## config.mk

```make
export PLATFORM = sky130hd
export DESIGN_NAME = if_id_queue_flat
export DESIGN_NICKNAME = d
export VERILOG_FILES = /design/src/rtl/if_id_queue_if.sv /design/src/rtl/if_id_queue.sv /design/src/flat_wrapper.sv
export SDC_FILE = /design/constraint.sdc
export NUM_CORES = 1
export LEC_CHECK = 0
export ABC_AREA = 1
export CAP_MARGIN = 25
export CORE_ASPECT_RATIO = 1.75
export CORE_MARGIN = 8
export CORE_UTILIZATION = 40
export CTS_BUF_LIST = sky130_fd_sc_hd__clkbuf_8
export DETAILED_ROUTE_END_ITERATION = 6
export PLACE_DENSITY_LB_ADDON = 0.25
export SLEW_MARGIN = 20
export SYNTH_ARGS = -nofsm -noshare
export SYNTH_HDL_FRONTEND = slang
export SYNTH_SLANG_ARGS = --single-unit
```

## constraint.sdc

```tcl
create_clock -name clk -period 8.4 [get_ports clk]
set_input_delay 1.68 -clock clk [delete_from_list [all_inputs] [get_ports clk]]
set_output_delay 1.68 -clock clk [all_outputs]
set_load 0.1 [all_outputs]
```

## src/rtl/if_id_queue_if.sv

```systemverilog
// Fetch/decode handshake bundle for the IF/ID instruction queue.
// The queue uses the slave modport; the fetch/decode side uses master.
interface if_id_queue_if #(
    parameter int XLEN  = 32,
    parameter int DEPTH = 2
);
    // Fetch side
    logic                         in_valid;
    logic                         in_ready;
    logic [XLEN-1:0]              pc_in;
    logic [XLEN-1:0]              pc_4_in;
    logic [XLEN-1:0]              instr_in;

    // Pipeline control
    logic                         flush;
    logic                         stall;

    // Decode side
    logic                         out_valid;
    logic [XLEN-1:0]              pc_out;
    logic [XLEN-1:0]              pc_4_out;
    logic [XLEN-1:0]              instr_out;
    logic [$clog2(DEPTH+1)-1:0]   count;

    modport master (
        output in_valid, pc_in, pc_4_in, instr_in, flush, stall,
        input  in_ready, out_valid, pc_out, pc_4_out, instr_out, count
    );

    modport slave (
        input  in_valid, pc_in, pc_4_in, instr_in, flush, stall,
        output in_ready, out_valid, pc_out, pc_4_out, instr_out, count
    );
endinterface

```

## src/rtl/if_id_queue.sv

```systemverilog
// DEPTH-entry FIFO between fetch and decode. Fetch pushes {pc, pc+4, instr}
// with valid/ready; decode pops unless stalled; flush empties the queue.
// Outputs are decoded purely from registered state (no in->out bypass).
module if_id_queue #(
    parameter int              XLEN     = 32,
    parameter int              DEPTH    = 2,
    parameter logic [XLEN-1:0] NOP_INSN = XLEN'(32'h00000013)
) (
    input logic          clk,
    input logic          reset,
    if_id_queue_if.slave bus
);
    localparam int PTR_W = $clog2(DEPTH);
    localparam int CNT_W = $clog2(DEPTH + 1);

    typedef struct packed {
        logic [XLEN-1:0] pc;
        logic [XLEN-1:0] pc_4;
        logic [XLEN-1:0] instr;
    } entry_t;

    entry_t           storage [DEPTH];
    logic [PTR_W-1:0] rd_ptr;
    logic [PTR_W-1:0] wr_ptr;
    logic [CNT_W-1:0] cnt;

    logic full;
    logic empty;
    logic push;
    logic pop;

    assign full  = (cnt == CNT_W'(DEPTH));
    assign empty = (cnt == '0);
    assign push  = bus.in_valid & ~full;
    assign pop   = ~empty & ~bus.stall;

    assign bus.in_ready  = ~full;
    assign bus.out_valid = ~empty;
    assign bus.count     = cnt;

    // Write the fetched entry into the tail slot; a push coinciding with
    // reset or flush is dropped and must leave the slot untouched.
    // NOTE: storage carries no reset; pointers and cnt alone define which
    // slots are live, so clearing the array would only cost reset fan-out.
    always_ff @(posedge clk) begin
        if (!reset && !bus.flush && push) begin
            storage[wr_ptr] <= '{pc: bus.pc_in, pc_4: bus.pc_4_in, instr: bus.instr_in};
        end
    end

    // Pointer and occupancy update: reset > flush > push/pop.
    // NOTE: sequential state uses non-blocking assignments so every register
    // sees pre-edge values regardless of statement order.
    always_ff @(posedge clk) begin
        if (reset || bus.flush) begin
            rd_ptr <= '0;
            wr_ptr <= '0;
            cnt    <= '0;
        end else begin
            // DEPTH is a power of two, so natural overflow wraps the pointers.
            if (push) wr_ptr <= wr_ptr + PTR_W'(1);
            if (pop)  rd_ptr <= rd_ptr + PTR_W'(1);
            case ({push, pop})
                2'b10:   cnt <= cnt + CNT_W'(1);
                2'b01:   cnt <= cnt - CNT_W'(1);
                default: cnt <= cnt;
            endcase
        end
    end

    // Head entry to decode; an empty queue presents a NOP with zero pcs.
    // NOTE: defaults first so every path assigns every output (no latch).
    always_comb begin
        bus.pc_out    = '0;
        bus.pc_4_out  = '0;
        bus.instr_out = NOP_INSN;
        if (!empty) begin
            bus.pc_out    = storage[rd_ptr].pc;
            bus.pc_4_out  = storage[rd_ptr].pc_4;
            bus.instr_out = storage[rd_ptr].instr;
        end
    end
endmodule

```

## src/flat_wrapper.sv

```systemverilog
// flat-port wrapper written by rule: the top's interface ports become plain ports
module if_id_queue_flat 
#(
    parameter int              XLEN     = 32,
    parameter int              DEPTH    = 2,
    parameter logic [XLEN-1:0] NOP_INSN = XLEN'(32'h00000013)
)
  (clk, reset, bus_in_valid, bus_pc_in, bus_pc_4_in, bus_instr_in, bus_flush, bus_stall, bus_in_ready, bus_out_valid, bus_pc_out, bus_pc_4_out, bus_instr_out, bus_count);
  if_id_queue_if #(.XLEN(XLEN), .DEPTH(DEPTH)) bus_i ();
  input logic clk;
  input logic reset;
  input wire logic [$bits(bus_i.in_valid)-1:0] bus_in_valid;
  input wire logic [$bits(bus_i.pc_in)-1:0] bus_pc_in;
  input wire logic [$bits(bus_i.pc_4_in)-1:0] bus_pc_4_in;
  input wire logic [$bits(bus_i.instr_in)-1:0] bus_instr_in;
  input wire logic [$bits(bus_i.flush)-1:0] bus_flush;
  input wire logic [$bits(bus_i.stall)-1:0] bus_stall;
  output wire logic [$bits(bus_i.in_ready)-1:0] bus_in_ready;
  output wire logic [$bits(bus_i.out_valid)-1:0] bus_out_valid;
  output wire logic [$bits(bus_i.pc_out)-1:0] bus_pc_out;
  output wire logic [$bits(bus_i.pc_4_out)-1:0] bus_pc_4_out;
  output wire logic [$bits(bus_i.instr_out)-1:0] bus_instr_out;
  output wire logic [$bits(bus_i.count)-1:0] bus_count;
  assign bus_i.in_valid = bus_in_valid;
  assign bus_i.pc_in = bus_pc_in;
  assign bus_i.pc_4_in = bus_pc_4_in;
  assign bus_i.instr_in = bus_instr_in;
  assign bus_i.flush = bus_flush;
  assign bus_i.stall = bus_stall;
  assign bus_in_ready = bus_i.in_ready;
  assign bus_out_valid = bus_i.out_valid;
  assign bus_pc_out = bus_i.pc_out;
  assign bus_pc_4_out = bus_i.pc_4_out;
  assign bus_instr_out = bus_i.instr_out;
  assign bus_count = bus_i.count;
  if_id_queue #(.XLEN(XLEN), .DEPTH(DEPTH), .NOP_INSN(NOP_INSN)) u_core (.clk(clk), .reset(reset), .bus(bus_i));
endmodule
```

* Word level (Yosys, flattened, before mapping)
Memory sizes are Yosys's and may differ from the RTL's. A register that Yosys moved wholly into a read port is not among the register bits. Cells that the tools add are included.
Operators by class: $add $sub $neg 4, equality and inequality tests 3, multiplexer cells 8, bitwise operators 5, reductions and logical operators 7
Operators with widths (number):
- $mux W32 | 3
- $eq A2 B2 Y1 const B | 2
- $mux W1 | 4
- $pmux W2 S2 | 1
- $not A1 Y1 | 3
- $add A1 B1 Y1 const B | 2
- $add A2 B1 Y2 const B | 1
- $and A1 B1 Y1 | 2
- $eq A2 B1 Y1 const B | 1
- $logic_and A1 B1 Y1 | 2
- $logic_not A1 Y1 | 2
- $logic_not A2 Y1 | 1
- $reduce_bool A2 Y1 | 1
- $sub A2 B1 Y2 const B | 1
- $logic_or A1 B1 Y1 | 1
Storage, ports and cells: register bits after elaboration 4, bits in writable memories 192, bits of input ports 101, output and inout bits 100, memories 1
Memory list:
- u_core.storage | words 2, bits a word 96, rd ports 1, clocked after Yosys merged registers in 1, write ports 1, line if_id_queue.sv:22 | entry_t storage [DEPTH];

* Depth between registers and ports, before layout
Gate-level depths: netlist of run 1.
word-level depth 6, gate-level depth with buffers 9, gate-level depth less buffers 9

* Worst setup path after synthesis of run 1
Ideal clock, no wire load.
path type reg-to-reg, from register u_core.cnt[0] (netlist: u_core.bus.count[0]), to memory u_core.storage[1][0] (netlist bit) (enable), library setup time 0.552 ns, data arrival time 6.178 ns, required time 7.848 ns, slack 1.670 ns, cell stages (with the launch flop) 5, cell sequence dfxtp_1 inv_1 nand2_1 nand2_1 nor2_1
On the way: word-level cells in the longest chain between the ends 6
Ends and longest elaborated chain:
- start, declared | line if_id_queue.sv:25 | logic [CNT_W-1:0] cnt;
- start signal, assigned | line if_id_queue.sv:64 | 2'b10: cnt <= cnt + CNT_W'(1);
- start signal, assigned | line if_id_queue.sv:65 | 2'b01: cnt <= cnt - CNT_W'(1);
- start signal, assigned | line if_id_queue.sv:66 | default: cnt <= cnt;
- $eq A2 B2 Y1 | line if_id_queue.sv:32 | assign full = (cnt == CNT_W'(DEPTH));
- $not A1 Y1
- named net bus_in_ready | line flat_wrapper.sv:18 | output wire logic [$bits(bus_i.in_ready)-1:0] bus_in_ready;
- $and A1 B1 Y1 | line if_id_queue.sv:34 | assign push = bus.in_valid & ~full;
- $logic_and A1 B1 Y1 | line if_id_queue.sv:46 | if (!reset && !bus.flush && push) begin
- $mux W1 | line if_id_queue.sv:46
- $mux W1 (not written as such) | line if_id_queue.sv:47 | storage[wr_ptr] <= '{pc: bus.pc_in, pc_4: bus.pc_4_in, instr: bus.instr_in};
- end, declared | line if_id_queue.sv:22
The timed path passes the listed nets, and every way through them passes these cells.

* Worst setup path in the final report of run 1
from register u_core.cnt[1] (netlist: u_core.bus.count[1]), to output bus_instr_out[1]
On the way: word-level cells in the longest chain between the ends 2
Ends and longest elaborated chain:
- $logic_not A2 Y1 | line if_id_queue.sv:33 | assign empty = (cnt == '0);
- $mux W32 | line if_id_queue.sv:77 | if (!empty) begin
- end, declared | line flat_wrapper.sv:22 | output wire logic [$bits(bus_i.instr_out)-1:0] bus_instr_out;
No other way between the ends.

==> key figures, run 1 <==
Clocking
  – CTS Root Cell: clkbuf_8
  – Worst skew pair latency: 0.45 ns
  – H-Tree Depth: 4
  – Setup Buffers After CTS: 0
  – Post-CTS Resized: 0
  – CTS buffer count: 17
  – CTS tree: done
  – CTS Hold Bufs: 0
  – # clock sinks: 197
  – Clock transition at the registers of the reported paths: 0.10 ns
  – CTS max path bufs: 2

STA
  – Worst-Margin Slew: 1.046 ns
  – Setup-failing EPs final: 0
  – Worst slew margin: 0.3007
  – Ratio of final minimum period to clock period: 0.6036
  – Crit path time final: 5.070 ns
  – Final Hold Viols: 0
  – Fmax: 0.1972 GHz
  – Post-Route Setup TNS: 0 ns
  – Skew final: 0.008074 ns
  – RSZ-0062 raised after global routing: no
  – Final Worst Setup Slack: 3.330 ns
  – Pins Over Slew Limit: 0

Route
  – ANT nets after route: 0
  – TritonRoute pass-1 iters: 5
  – DRC viols: 0
  – DR iter-0 viols: 213
  – Via count: 4820
  – Routed len/inst: 17.68 µm
  – WL final: 17680 µm
  – Via/cell ratio: 4.820

Worst setup path
  – Worst path top cell family by delay: buffers and inverters
  – Buf/Inv on CP: 4
  – Highest cell delay on the worst timing path: 1.14 ns
  – Worst Setup End Kind: primary output
  – Max stage delay cell, worst path: clkdlybuf4s50_1
  – Crit. Startpoint: u_core.bus.count[1]
  – Worst reg2reg startpoint: u_core.bus.count[0]
  – Crit Path Max Fanout: 51
  – Worst EP required: 6.72 ns
  – Critical-path cell list: nor2_4, buf_12, buf_4, inv_1, nand3_1, clkdlybuf4s50_1
  – Crit path arrival time: 3.39 ns
  – Critical path class: flip-flop to primary output
  – Startpoint types: flip-flop

GRT
  – Initial antenna violation count: 4
  – GRT overflow: 0
  – First-pass GRT wire length: 27600 µm
  – Pin count of the biggest net entering global routing: 98
  – Vias in the first global route: 5149
  – Gr usage total: 0.1510

Finish
  – Fillers: 1608
  – Final net count: 847
  – Layout area overhead: 34.14%
  – Design Area, Final: 10030 µm²
  – Layout cell share with drive strength beyond 1: 0.06596
  – Footprint of the multi-input gates: 1373 µm²
  – Sequential Area: 5869 µm²

Synthesis
  – Syn nets: 651
  – Post-synthesis sequential area ratio: 0.7845
  – Netlist cell types: 16
  – Gate Count Post-Synth: 549
  – Mapped Area: 7477 µm²
  – Ys Warns: 0
  – Yosys reg bits: 197
  – Mean Syn Cell Area: 13.62 µm²

Placed design
  – Dpl ws: 3.367 ns
  – Count of input and output buffers: 200
  – Post-detail-place hpwl: 11740 µm
  – Post-DP Area: 9600 µm²
  – GP Congestion: 0.7547

Floorplan
  – Die footprint: 23500 µm²
  – I/O Pins: 201
  – Die Y: 196.9 µm
  – Core footprint: 18500 µm²
  – FP Rows: 66
  – Initial cell density of the core: 0.4042
  – DIE WIDTH: 119.4 µm

Hold path
  – Hold_sp: u_core.rd_ptr
  – Hold WC Path Type: flip-flop to flip-flop

Pwr
  – Pwr/cell area: 198.1 nW/µm²
  – Combinational share of power: 0.168
  – Switching power share of the total: 0.2937
  – Pleak: 3.389 nW
  – NetSw: 0.5835 mW
  – Internal: 1.403 mW
  – Peak supply drop: 94.86 µV
  – Clk pwr share: 0.276
  – Sequential power share: 0.556

Outcome
  – Status: completed

Job
  – Max-cap violation count: 0
==> registers in the layout, summed over array words and instances (netlist names), named ones only <==
signal            cells
u_core.bus.count      2
u_core.wr_ptr         1
u_core.rd_ptr         1
u_core.storage      192
==> kinds of logic (layout without fill, tap and decap cells) <==
group | after synthesis | after routing | synth area share
compound gates | 96 | 96 | 0.06777
fa+ha+maj | 1 | 1 | 0.001673
buf+inv | 36 | 245 | 0.03464
flops | 197 | 197 | 0.7845
other cells | 0 | 4 | 0
simple gates | 219 | 219 | 0.1114
==> power groups by stage <==
stage | clock network, mW | logic (mW) | registers, mW
final | 0.549 | 0.334 | 1.10
after global routing | 0.605 | 0.349 | 1.11
after detailed placement | 0 | 0.332 | 1.13
after floorplan | 0 | 0.220 | 1.13
after global placement | 0 | 0.328 | 1.13
after CTS | 0.571 | 0.333 | 1.11
==> final timing paths <==
check / to / slack, ns / cells after the start
worst max-delay path: bus_instr_out[1] / 3.33 / 6
worst max register to register: u_core.storage[1][71] / 6.43 / 5
worst min-delay path: flip-flop / 0.51 / 2
worst min register to register: flip-flop / 0.51 / 2
==> Yosys cell counts <==
master	number	area, µm²
ha_1	1	12.51
edfxtp_1	192	5766
a21oi_1	87	435.4
dfxtp_1	5	100.1
inv_1	4	15.01
nor2_2	1	6.260
o21ai_0	2	10.01
nor2_1	11	41.29
a21oi_2	7	61.31
nand3_1	5	25.02
buf_2	13	65.06
nand2_1	201	754.5
buf_6	10	112.6
nand4_1	1	6.260
buf_4	8	60.06
inv_4	1	6.260
==> layout make-up <==
class                   count  share of cell area
diodes                      4           0.0009980
clock buffers              17             0.02333
clock inverters            15             0.01173
inverters                   5            0.002121
multi-input cells         316              0.1369
flip-flops and latches    197              0.5852
well taps                 238             0.02969
repair buffers            208              0.2101
==> tightest hold or removal path, delay by kind of cell, from the launching register on <==
kind / cells / cell delay [ns]
flip-flops: 1 / 0.34
AND/OR/NAND/NOR: 2 / 0.14
==> metrics by stage <==
stage / instances / hold slack, ns / total power, mW / util
CTS: 993 / 0.5260 / 2.011 / 0.5380
global placement: 961 / 0.4857 / 1.456 / 0.5190
floorplan: 549 / 0.4669 / 1.350 / -
global route: 1000 / 0.5828 / 2.060 / 0.5422
finish: 1000 / 0.5138 / 1.987 / 0.5422
detailed placement: 961 / 0.4978 / 1.461 / 0.5190
==> layer usage <==
layer | track usage | wire [µm] | vias to the layer above
li1 | - | - | 2322
met1 | 0.1569 | 6409 | 2306
met2 | 0.2695 | 9721 | 163
met3 | 0.04585 | 1152 | 29
met4 | 0.07628 | 398 | 0
met5 | 0 | 0 | -
==> cells in the final DEF (no fill, tap or decap), drive strengths merged <==
master and instances:
buf 8, a21oi 94, nor2 12, ha 1
nand4 1, inv 14, nand3 5, clkinvlp 2
dfxtp 5, o21ai 2, edfxtp 192, clkbuf 17
clkdlybuf4s50 200, clkinv 4, diode 4, nand2 201
Note: power is estimated with default switching activity, not from simulation.
==> run 2, diff against run 1 <==
==> constraint.sdc (replaced) <==
create_clock -name clk -period 4.6 [get_ports clk]
set_input_delay 0.92 -clock clk [delete_from_list [all_inputs] [get_ports clk]]
set_output_delay 0.92 -clock clk [all_outputs]
set_load 0.1 [all_outputs]
==> key figures, run 2 (synthesis results as in run 1) <==
Finish
  – Most common cell after layout, fill and taps aside: nand2_1
  – Design Area, Final: 9813 µm²
  – Max FFs per register: 192
  – Fillers: 1595
  – Largest register by flop count: u_core.storage
  – Final net count: 848
  – Layout cell share with drive strength beyond 1: 0.1937
  – Layout area overhead: 31.24%
  – Highest-count cells in the layout ignoring fill and taps: nand2_1 (201), edfxtp_1 (192), clkdlybuf4s50_1 (104), buf_4 (102), a21oi_1 (87)

Worst setup path
  – Startpoint types: flip-flop
  – Worst EP required: 3.68 ns
  – Crit Path Max Fanout: 5
  – Worst reg2reg setup slack: 2.67 ns
  – Worst Reg-to-Reg Cells: 5
  – Worst reg2reg startpoint: u_core.bus.count[0]
  – Crit path arrival time: 2.32 ns
  – Reg-to-reg endpoint: u_core.storage[1][60]
  – Critical path class: flip-flop to primary output
  – Worst Setup End Kind: primary output

Pwr
  – Internal: 2.604 mW
  – Pwr/cell area: 374.4 nW/µm²
  – Pleak: 3.584 nW
  – Clk pwr share: 0.288
  – Sequential power share: 0.548
  – Peak supply drop: 179.4 µV
  – Combinational share of power: 0.163
  – Switching power share of the total: 0.2912
  – NetSw: 1.070 mW

Route
  – ANT nets after route: 0
  – Routed len/inst: 17.66 µm
  – TritonRoute pass-1 iters: 5
  – Via count: 4805
  – Via/cell ratio: 4.815
  – DRC viols: 0
  – WL final: 17620 µm
  – DR iter-0 viols: 289

STA
  – Worst slew margin: 0.3185
  – Crit path time final: 3.237 ns
  – Skew final: 0.01064 ns
  – Final Hold Viols: 0
  – Post-Route Setup TNS: 0 ns
  – Ratio of final minimum period to clock period: 0.7037
  – Setup-failing EPs final: 0
  – RSZ-0062 raised after global routing: no
  – Pins Over Slew Limit: 0
  – Fmax: 0.3089 GHz
  – Worst-Margin Slew: 1.019 ns

Outcome
  – Status: completed

GRT
  – Met2 Track Usage GR: 0.2697
  – M1 GR Usage: 0.1555
  – Vias in the first global route: 5016
  – GR peak layer: met2
  – Pin count of the biggest net entering global routing: 97
  – First-pass GRT wire length: 26960 µm
  – Initial antenna violation count: 1
  – Met3 Use GR: 0.04785
  – Gr usage total: 0.1490
  – GRT overflow: 0

Clocking
  – CTS max path bufs: 2
  – Clock transition at the registers of the reported paths: 0.09 ns
  – Setup Buffers After CTS: 0
  – Post-CTS Resized: 0
  – CTS Hold Bufs: 0
  – CTS tree: done
  – # clock sinks: 197
  – Worst skew pair latency: 0.45 ns
  – H-Tree Depth: 4
  – CTS buffer count: 17
  – CTS Root Cell: clkbuf_8

Floorplan
  – Core footprint: 18500 µm²
  – FP Rows: 66
  – I/O Pins: 201
  – DIE WIDTH: 119.4 µm
  – Initial cell density of the core: 0.4042
  – Die Y: 196.9 µm
  – Die footprint: 23500 µm²

Hold path
  – Hold_sp: u_core.rd_ptr
  – Hold WC Path Type: flip-flop to flip-flop
  – Worst Hold Path Cells: 2

Job
  – Max-cap violation count: 0

Placed design
  – Post-DP Area: 9368 µm²
  – Count of input and output buffers: 200
  – GP Congestion: 0.7469
  – Post-detail-place hpwl: 11560 µm
[run 2: worst max-delay path by stage]
stage                             start               endpoint  depth (start not counted)
global route        u_core.bus.count[1]          bus_out_valid                          3
global placement              bus_flush  u_core.storage[1][61]                          5
floorplan           u_core.bus.count[0]   u_core.storage[0][0]                          4
detailed placement            bus_flush  u_core.storage[0][56]                          5
CTS                           flip-flop        bus_pc_4_out[7]                          4
finish              u_core.bus.count[0]           bus_in_ready                          3
[run 2: area by class of cell]
class | instances | area [µm²] | share of cell area
diodes | 1 | 2.502 | 0.0002550
clock buffers | 17 | 234.0 | 0.02384
clock inverters | 15 | 148.9 | 0.01517
inverters | 5 | 21.27 | 0.002168
multi-input cells | 316 | 1373 | 0.1399
flip-flops and latches | 197 | 5869 | 0.5981
well taps | 238 | 297.8 | 0.03035
repair buffers | 209 | 1867 | 0.1902
[run 2: critical path, cell delays in order (launching register included)]
cell and delay (ns):
dfxtp_1 0.46, inv_1 0.13, nand2_1 0.13, clkdlybuf4s50_1 1.15
[run 2: layer usage]
metal  up-vias  part of all wire
li1       2326                 -
met1      2306              0.36
met2       147              0.55
met3        26             0.059
met4         0             0.022
met5         -                 0
[run 2: metrics by stage]
step / hold slack, ns / util / std cells / total power, mW / worst slack, ns
floorplan: 0.4669 / - / 549 / 2.463 / 0.5013
global placement: 0.4927 / 0.5064 / 962 / 2.650 / 1.719
detailed placement: 0.4907 / 0.5064 / 962 / 2.658 / 1.688
CTS: 0.5253 / 0.5271 / 994 / 3.709 / 1.236
global route: 0.5803 / 0.5305 / 998 / 3.802 / 1.268
finish: 0.5381 / 0.5305 / 998 / 3.674 / 1.363
[run 2: power by group through the flow]
stage / clock network [mW] / registers [mW] / logic [mW]
detailed placement: 0 / 2.06 / 0.602
global route: 1.16 / 2.02 / 0.627
finish: 1.06 / 2.01 / 0.601
floorplan: 0 / 2.06 / 0.402
global placement: 0 / 2.05 / 0.596
CTS: 1.09 / 2.01 / 0.603
